### src/rtl/uart_tx_arbiter.sv
// rtl/uart_tx_arbiter.sv - round-robin arbiter sharing one UART transmitter between N_REQ byte producers
module uart_tx_arbiter #(
    parameter int N_REQ        = 4,
    parameter int DW           = 8,
    parameter int BUSY_TIMEOUT = 16,
    localparam int GW          = $clog2(N_REQ)
) (
    input  logic                i_clk,
    input  logic                i_rst,
    input  logic [N_REQ-1:0]    i_req_valid,
    input  logic [N_REQ*DW-1:0] i_req_data,
    output logic [N_REQ-1:0]    o_req_ready,
    output logic [DW-1:0]       o_tx_data,
    output logic                o_tx_wr,
    input  logic                i_tx_busy,
    output logic [GW-1:0]       o_grant_id,
    output logic                o_active,
    output logic                o_timeout_err
);

    localparam int CW = $clog2(BUSY_TIMEOUT);

    typedef enum logic [1:0] {IDLE, WRITE, WAIT_BUSY, WAIT_DONE} state_t;

    state_t          state;
    state_t          next_state;
    logic [GW-1:0]   last;
    logic [CW-1:0]   cnt;
    logic            found;
    logic [GW-1:0]   win;
    logic [DW-1:0]   win_data;
    logic            grant_ok;
    logic            timeout_hit;

    // Search starts one past the previous winner so every requester gets a turn.
    always_comb begin
        int            idx;
        logic [GW-1:0] idx_g;
        found    = 1'b0;
        win      = '0;
        win_data = '0;
        idx      = 0;
        idx_g    = '0;
        for (int i = 1; i <= N_REQ; i++) begin
            idx   = (int'(last) + i) % N_REQ;
            idx_g = GW'(idx);
            if (!found && i_req_valid[idx_g]) begin
                found = 1'b1;
                win   = idx_g;
            end
        end
        for (int k = 0; k < N_REQ; k++) begin
            if (win == GW'(k)) begin
                win_data = i_req_data[k*DW +: DW];
            end
        end
    end

    assign grant_ok    = (state == IDLE) && !i_tx_busy && found;
    assign timeout_hit = (state == WAIT_BUSY) && !i_tx_busy && (cnt == CW'(BUSY_TIMEOUT - 1));

    always_ff @(posedge i_clk or posedge i_rst) begin
        if (i_rst) begin
            state <= IDLE;
        end else begin
            state <= next_state;
        end
    end

    always_ff @(posedge i_clk or posedge i_rst) begin
        if (i_rst) begin
            o_tx_data  <= '0;
            o_grant_id <= '0;
            last       <= GW'(N_REQ - 1);
            cnt        <= '0;
        end else begin
            if (grant_ok) begin
                o_tx_data  <= win_data;
                o_grant_id <= win;
                last       <= win;
            end
            if (state == WRITE) begin
                cnt <= '0;
            end else if (state == WAIT_BUSY) begin
                cnt <= cnt + 1'b1;
            end
        end
    end

    always_comb begin
        next_state = state;
        case (state)
            IDLE:      if (grant_ok) next_state = WRITE;
            WRITE:     next_state = WAIT_BUSY;
            WAIT_BUSY: begin
                // A busy rise on the expiry edge still counts as acknowledged.
                if (i_tx_busy) begin
                    next_state = WAIT_DONE;
                end else if (timeout_hit) begin
                    next_state = IDLE;
                end
            end
            WAIT_DONE: if (!i_tx_busy) next_state = IDLE;
            default:   next_state = IDLE;
        endcase
    end

    always_comb begin
        o_tx_wr       = (state == WRITE);
        o_active      = (state != IDLE);
        o_timeout_err = timeout_hit;
        o_req_ready   = '0;
        for (int k = 0; k < N_REQ; k++) begin
            o_req_ready[k] = (state == WRITE) && (o_grant_id == GW'(k));
        end
    end

endmodule

### config.mk
export PLATFORM = sky130hd
export DESIGN_NAME = uart_tx_arbiter
export DESIGN_NICKNAME = d
export VERILOG_FILES = /design/src/rtl/uart_tx_arbiter.sv
export SDC_FILE = /design/constraint.sdc
export NUM_CORES = 1
export LEC_CHECK = 0
export CORE_MARGIN = 1
export CORE_UTILIZATION = 44
export DETAILED_ROUTE_END_ITERATION = 6
export PLACE_DENSITY = 0.85
export SYNTH_ARGS = -nofsm -noshare
export SYNTH_HDL_FRONTEND = slang
export SYNTH_SLANG_ARGS = --single-unit
### constraint.sdc
create_clock -name i_clk -period 5.55 [get_ports i_clk]
set_clock_uncertainty 0.1 [all_clocks]
set_input_delay 1.665 -clock i_clk [delete_from_list [all_inputs] [get_ports i_clk]]
set_output_delay 1.665 -clock i_clk [all_outputs]
set_load 0.01 [all_outputs]
==> results of run 1 <==
## layout by cell type (no fill, tap or decap)
cell | Yosys | routed
clkdlybuf4s50_1 | 0 | 55
mux2i_1 | 17 | 17
nand2_1 | 16 | 16
dfrtp_1 | 16 | 16
o221ai_2 | 8 | 8
inv_1 | 6 | 6
ha_1 | 6 | 6
nor2_1 | 5 | 5
a21oi_1 | 4 | 4
nand2b_1 | 4 | 4
o21ai_1 | 3 | 3
clkbuf_4 | 0 | 3
nand3_1 | 2 | 2
nor2b_1 | 2 | 2
o22ai_1 | 2 | 2
o21ai_0 | 2 | 2
mux2_2 | 2 | 2
nor3b_1 | 2 | 2
dfstp_2 | 2 | 2
nor4_1 | 1 | 1
a221oi_1 | 1 | 1
a211oi_1 | 1 | 1
a31oi_1 | 1 | 1
o31ai_1 | 1 | 1
or3_1 | 1 | 1
a21boi_1 | 1 | 1
o211ai_2 | 1 | 1
or2_1 | 1 | 1
o2bb2ai_1 | 1 | 1
and3b_1 | 1 | 1
and3_1 | 1 | 1
clkbuf_1 | 0 | 1
## through the flow
stage	worst slack (ns)	cell area [um2]
2_1_floorplan	1.80	1210
3_3_place_gp	0.871	1740
3_5_place_dp	0.843	1740
4_1_cts	0.847	1770
5_1_grt	0.772	1770
6_report	0.846	1770
## synthesized netlist by cell type, types with 2 or more instances
cell	count
a21oi_1	4
buf_2	2
buf_6	3
dfrtp_1	16
dfstp_2	2
ha_1	6
inv_1	6
mux2_2	2
mux2i_1	17
nand2_1	16
nand2b_1	4
nand3_1	2
nor2_1	5
nor2b_1	2
nor3b_1	2
o21ai_0	2
o21ai_1	3
o221ai_2	8
o22ai_1	2
## routing by layer
| metal | up-vias | wire length [um] |
|---|---|---|
| li1 | 530 | - |
| met1 | 506 | 1160 |
| met2 | 42 | 1440 |
| met3 | 0 | 298 |
| met4 | 0 | 0 |
| met5 | - | 0 |
## final cells by class
class                      count  area [um2]  area share
sequential                    18         453       0.256
multi-input combinational     87         679       0.384
timing repair buffer          55         551       0.311
inverter                       6        22.5      0.0127
tap                           30        37.5      0.0212
clock buffer                   4        26.3      0.0149
## flip-flops by register name, indices dropped and copies added, names as in the netlist
name	cells
o_grant_id	2
last	2
o_tx_data	8
cnt	4
state	2
## where the power goes
group,switching [uW],internal (uW)
registers,50.6,197
logic,227,247
clock network,37.9,27.9
total,316,472
## worst min-delay path: stages (launching register included)
cell and delay [ns]:
dfrtp_1 0.35, nand2_1 0.06, o221ai_2 0.05
## cells by family after synthesis
family	synth area share
flops	0.376
buf+inv	0.0612
compound gates	0.196
simple gates	0.145
fa+ha+maj	0.0622
mux	0.160
## worst paths after layout
kind,from,to,slack [ns],cells past startpoint
max,i_tx_busy,o_timeout_err,0.85,3
min,o_tx_data[1]$_DFFE_PP0P_,o_tx_data[1]$_DFFE_PP0P_,0.39,2
max reg2reg,state[1]$_DFFE_PP0P_,o_tx_data[7]$_DFFE_PP0P_,3.13,6
min reg2reg,o_tx_data[1]$_DFFE_PP0P_,o_tx_data[1]$_DFFE_PP0P_,0.39,2
max in group asynchronous,i_rst,o_tx_data[1]$_DFFE_PP0P_,3.27,2
min in group asynchronous,i_rst,cnt[1]$_DFFE_PP0P_,1.65,2
==> impl_metrics.tcl, run 1 <==
set metrics [dict create \
    critPathKind "input port to output port" \
    fill_cells 197 \
    drt-total-wl_um 2900 \
    worst_ep_arrival_time_ns 2.94 \
    initial_utilization 0.478 \
    route.vias.total 1078 \
    drtIter0Drc 14 \
    post-route-min-period_ns 4.70 \
    cp_num_buf_inv 2 \
    htree_levels 1 \
    cts_sinks 18 \
    dp.cells 196 \
    fin_setup_tns_ns 0 \
    antenna_found_initial 0 \
    synthTopCellsByArea "dfrtp_1, mux2i_1, o221ai_2, ha_1, nand2_1" \
    p_leak_uw 0.000768 \
    ant_nets 0 \
    place_congestion 0.793 \
    fin_crit_sh 0.848 \
    wl_per_cell_um 14.5 \
    synthFlopType "dfrtp_1" \
    postSynthCellCount 117 \
    first_pass_iters 4 \
    cpMostUsedCell "clkdlybuf4s50_1" \
    syn-num-nets 162 \
    yosysWarnings 0 \
    drt-vias-per-instance 5.39 \
    drc 0 \
    cp_slowest_stage_delay_ns 0.56 \
    slew_headroom 0.246 \
    powerDensity_nw_per_um2 445 \
    whs_ns 0.389 \
    crit_chain "clkdlybuf4s50_1, nor3b_1, clkdlybuf4s50_1" \
    cts_made_buffers 3 \
    synth.avg_cell_area_um2 10.3 \
    ys_seq_area_frac 0.376 \
    cts_tree "yes" \
    cp-end-kind "output port" \
    hp-class "flip-flop to flip-flop" \
    synth_top_cell_by_area "dfrtp_1" \
    ir_drop_mv 0.285 \
    grt_pass1_wl_um 4210 \
    num_rows 18 \
    grt_use_total 0.198 \
    ctsResizeCount 0 \
    hpwl_um 2300 \
    cts_setup_buffers 0 \
    max_freq_mhz 213 \
    boundaryPins 56 \
    core-area_um2 2520 \
    worst_pin_slew_ns 1.13 \
    top_usage_layer "met2" \
    drv_slew 0 \
    required_ns 3.79 \
    grt_use_met3 0.0389 \
    setup_viol 0 \
    clock-root-buffer "clkbuf_4" \
    clkTransAtPathRegs_ns 0.09 \
    max_cap_violations 0 \
    ys_types 32 \
    p_total_uw 788 \
    synth_edf_count 0 \
    status "finished, final reports clean" \
    dieArea_um2 2950 \
    slowest_stage "clkdlybuf4s50_1" \
    cp_top_family "buffers and inverters" \
    insertion_delay_ns 0.29 \
    num_antenna_cells 0 \
    crit_path_max_fanout 6 \
    grt_pass1_vias 1037 \
    cts_buffer_depth 2 \
    hold_viol 0 \
    worst_setup_path_start_kind "input port" \
    fin_nets 216 \
    synth_async_sr_flop_share 1.00 \
    grtUsageMet1 0.216 \
    area_growth_pct 46.7 \
    fp.dieW_um 54.4 \
    holdBufCountCts 0 \
    ys_seq_elements 18 \
    rsz0062_at_grt "no" \
    fp.dieH_um 54.4 \
    yosys.area.top_type_share 0.332 \
    utilization 0.701 \
    grt_max_degree 19 \
    final_cells 200 \
    netlist_area_um2 1210 \
    port_buffers 55 \
    grt_use_met2 0.384 \
    drive_gt1_frac 0.0941 \
    grt_overflow 0 \
]
Note: power is estimated with default switching activity, not from simulation.
==> run 2, diff against run 1 <==
--- a/config.mk
+++ b/config.mk
@@ -6,9 +6,9 @@
 export NUM_CORES = 1
 export LEC_CHECK = 0
 export CORE_MARGIN = 1
-export CORE_UTILIZATION = 44
+export CORE_UTILIZATION = 37
 export DETAILED_ROUTE_END_ITERATION = 6
-export PLACE_DENSITY = 0.85
+export PLACE_DENSITY = 0.76
 export SYNTH_ARGS = -nofsm -noshare
 export SYNTH_HDL_FRONTEND = slang
 export SYNTH_SLANG_ARGS = --single-unit
==> constraint.sdc (replaced) <==
create_clock -name i_clk -period 4.3 [get_ports i_clk]
set_clock_uncertainty 0.1 [all_clocks]
set_input_delay 1.29 -clock i_clk [delete_from_list [all_inputs] [get_ports i_clk]]
set_output_delay 1.29 -clock i_clk [all_outputs]
set_load 0.01 [all_outputs]
==> impl_metrics.tcl, run 2 (synthesized netlist as in run 1, its figures left out) <==
set metrics [dict create \
    setup_viol 0 \
    cts_buffer_depth 2 \
    cpMostUsedCell "clkdlybuf4s50_1" \
    largest_reg_flops 8 \
    antenna_found_initial 0 \
    place_congestion 0.739 \
    slew_headroom 0.553 \
    slowest_stage "clkdlybuf4s50_1" \
    ant_nets 0 \
    top_register "o_tx_data" \
    boundaryPins 56 \
    place_area_um2 1780 \
    drt-total-wl_um 2970 \
    fp.dieH_um 59.1 \
    hpwl_um 2350 \
    fp.dieW_um 59.1 \
    crit_path_max_fanout 6 \
    max_cap_violations 0 \
    grt_use_met2 0.321 \
    p_leak_uw 0.000784 \
    clkTransAtPathRegs_ns 0.10 \
    rsz0062_at_grt "no" \
    grtUsageMet1 0.202 \
    largestRegisters "o_tx_data x8, cnt x4" \
    insertion_delay_ns 0.30 \
    worst_setup_path_start_kind "input port" \
    cts_made_buffers 3 \
    drive_gt1_frac 0.110 \
    ir_drop_mv 0.323 \
    drt-vias-per-instance 5.19 \
    fill_cells 270 \
    grt_use_met3 0.0546 \
    pre_cts_ws_ns 0.358 \
    cp_top_family "buffers and inverters" \
    hp-class "flip-flop to flip-flop" \
    grt_overflow 0 \
    cts_setup_buffers 0 \
    dieArea_um2 3490 \
    fin_nets 218 \
    max_freq_mhz 253 \
    required_ns 2.91 \
    first_pass_iters 6 \
    cp_num_buf_inv 2 \
    cp_slowest_stage_delay_ns 0.57 \
    status "finished, final reports clean" \
    top_usage_layer "met2" \
    p_total_uw 1040 \
    dp.cells 212 \
    cp-end-kind "output port" \
    route.vias.total 1120 \
    num_rows 20 \
    hold_viol 0 \
    crit_chain "clkdlybuf4s50_1, nor3b_1, clkdlybuf4s50_1" \
    grt_pass1_vias 1111 \
    core-area_um2 3080 \
    drv_slew 0 \
    fin_crit_sh 0.919 \
    holdBufCountCts 0 \
    fin_setup_tns_ns 0 \
    cts_tree "yes" \
    grt_use_total 0.181 \
    num_antenna_cells 0 \
    grt_max_degree 19 \
    final_common_cell "clkdlybuf4s50_1" \
    drc 0 \
    powerDensity_nw_per_um2 572 \
    drtIter0Drc 13 \
    critPathKind "input port to output port" \
    grt_pass1_wl_um 4770 \
    clock-root-buffer "clkbuf_4" \
    initial_utilization 0.392 \
    wl_per_cell_um 13.8 \
    port_buffers 55 \
    mostFrequentLayoutCells "clkdlybuf4s50_1, mux2i_1, nand2_1, dfrtp_1, o221ai_2" \
    ctsResizeCount 0 \
    final_cells 216 \
    fin_ws_ns 0.349 \
    final_area_um2 1810 \
    worst_ep_arrival_time_ns 2.56 \
    area_growth_pct 50.2 \
    cts_sinks 18 \
    htree_levels 1 \
    worst_pin_slew_ns 0.670 \
    post-route-min-period_ns 3.95 \
]
[run 2: power by group]
part	switching (uW)	total (uW)	internal [uW]
logic	290	613	323
registers	64.2	318	254
clock network	52.9	105	51.6
total	408	1040	629
[run 2: path summary, 6_finish.rpt]
kind,start,end,slack [ns],cells past startpoint
max reg2reg,state[0]$_DFFE_PP0P_,o_tx_data[7]$_DFFE_PP0P_,1.96,7
max,i_tx_busy,o_timeout_err,0.35,3
min,o_tx_data[3]$_DFFE_PP0P_,o_tx_data[3]$_DFFE_PP0P_,0.40,2
max in group asynchronous,i_rst,o_tx_data[1]$_DFFE_PP0P_,2.39,2
min in group asynchronous,i_rst,o_grant_id[1]$_DFFE_PP0P_,1.28,2
min reg2reg,o_tx_data[3]$_DFFE_PP0P_,o_tx_data[3]$_DFFE_PP0P_,0.40,2
[run 2: stage by stage]
step	util	hold WS, ns
2_1_floorplan	-	0.347
3_3_place_gp	0.577	0.369
3_5_place_dp	0.577	0.374
4_1_cts	0.589	0.403
5_1_grt	0.589	0.434
6_report	0.589	0.397
[run 2: worst min-delay path: stages, from the launching register on]
cell,delay [ns]
dfrtp_1,0.35
nand2_1,0.06
o221ai_2,0.05
[run 2: final cells by class]
cell class / instances / area, um2 / area share
clock buffers: 4 / 36.3 / 0.0200
repair buffers: 57 / 566 / 0.312
flip-flops and latches: 18 / 453 / 0.250
well taps: 44 / 55.1 / 0.0304
inverters: 6 / 22.5 / 0.0124
multi-input cells: 87 / 679 / 0.375
[run 2: per-layer routing]
metal / part of all wire / vias up
li1: - / 539
met1: 0.42 / 529
met2: 0.47 / 50
met3: 0.10 / 2
met4: 0.0064 / 0
met5: 0 / -
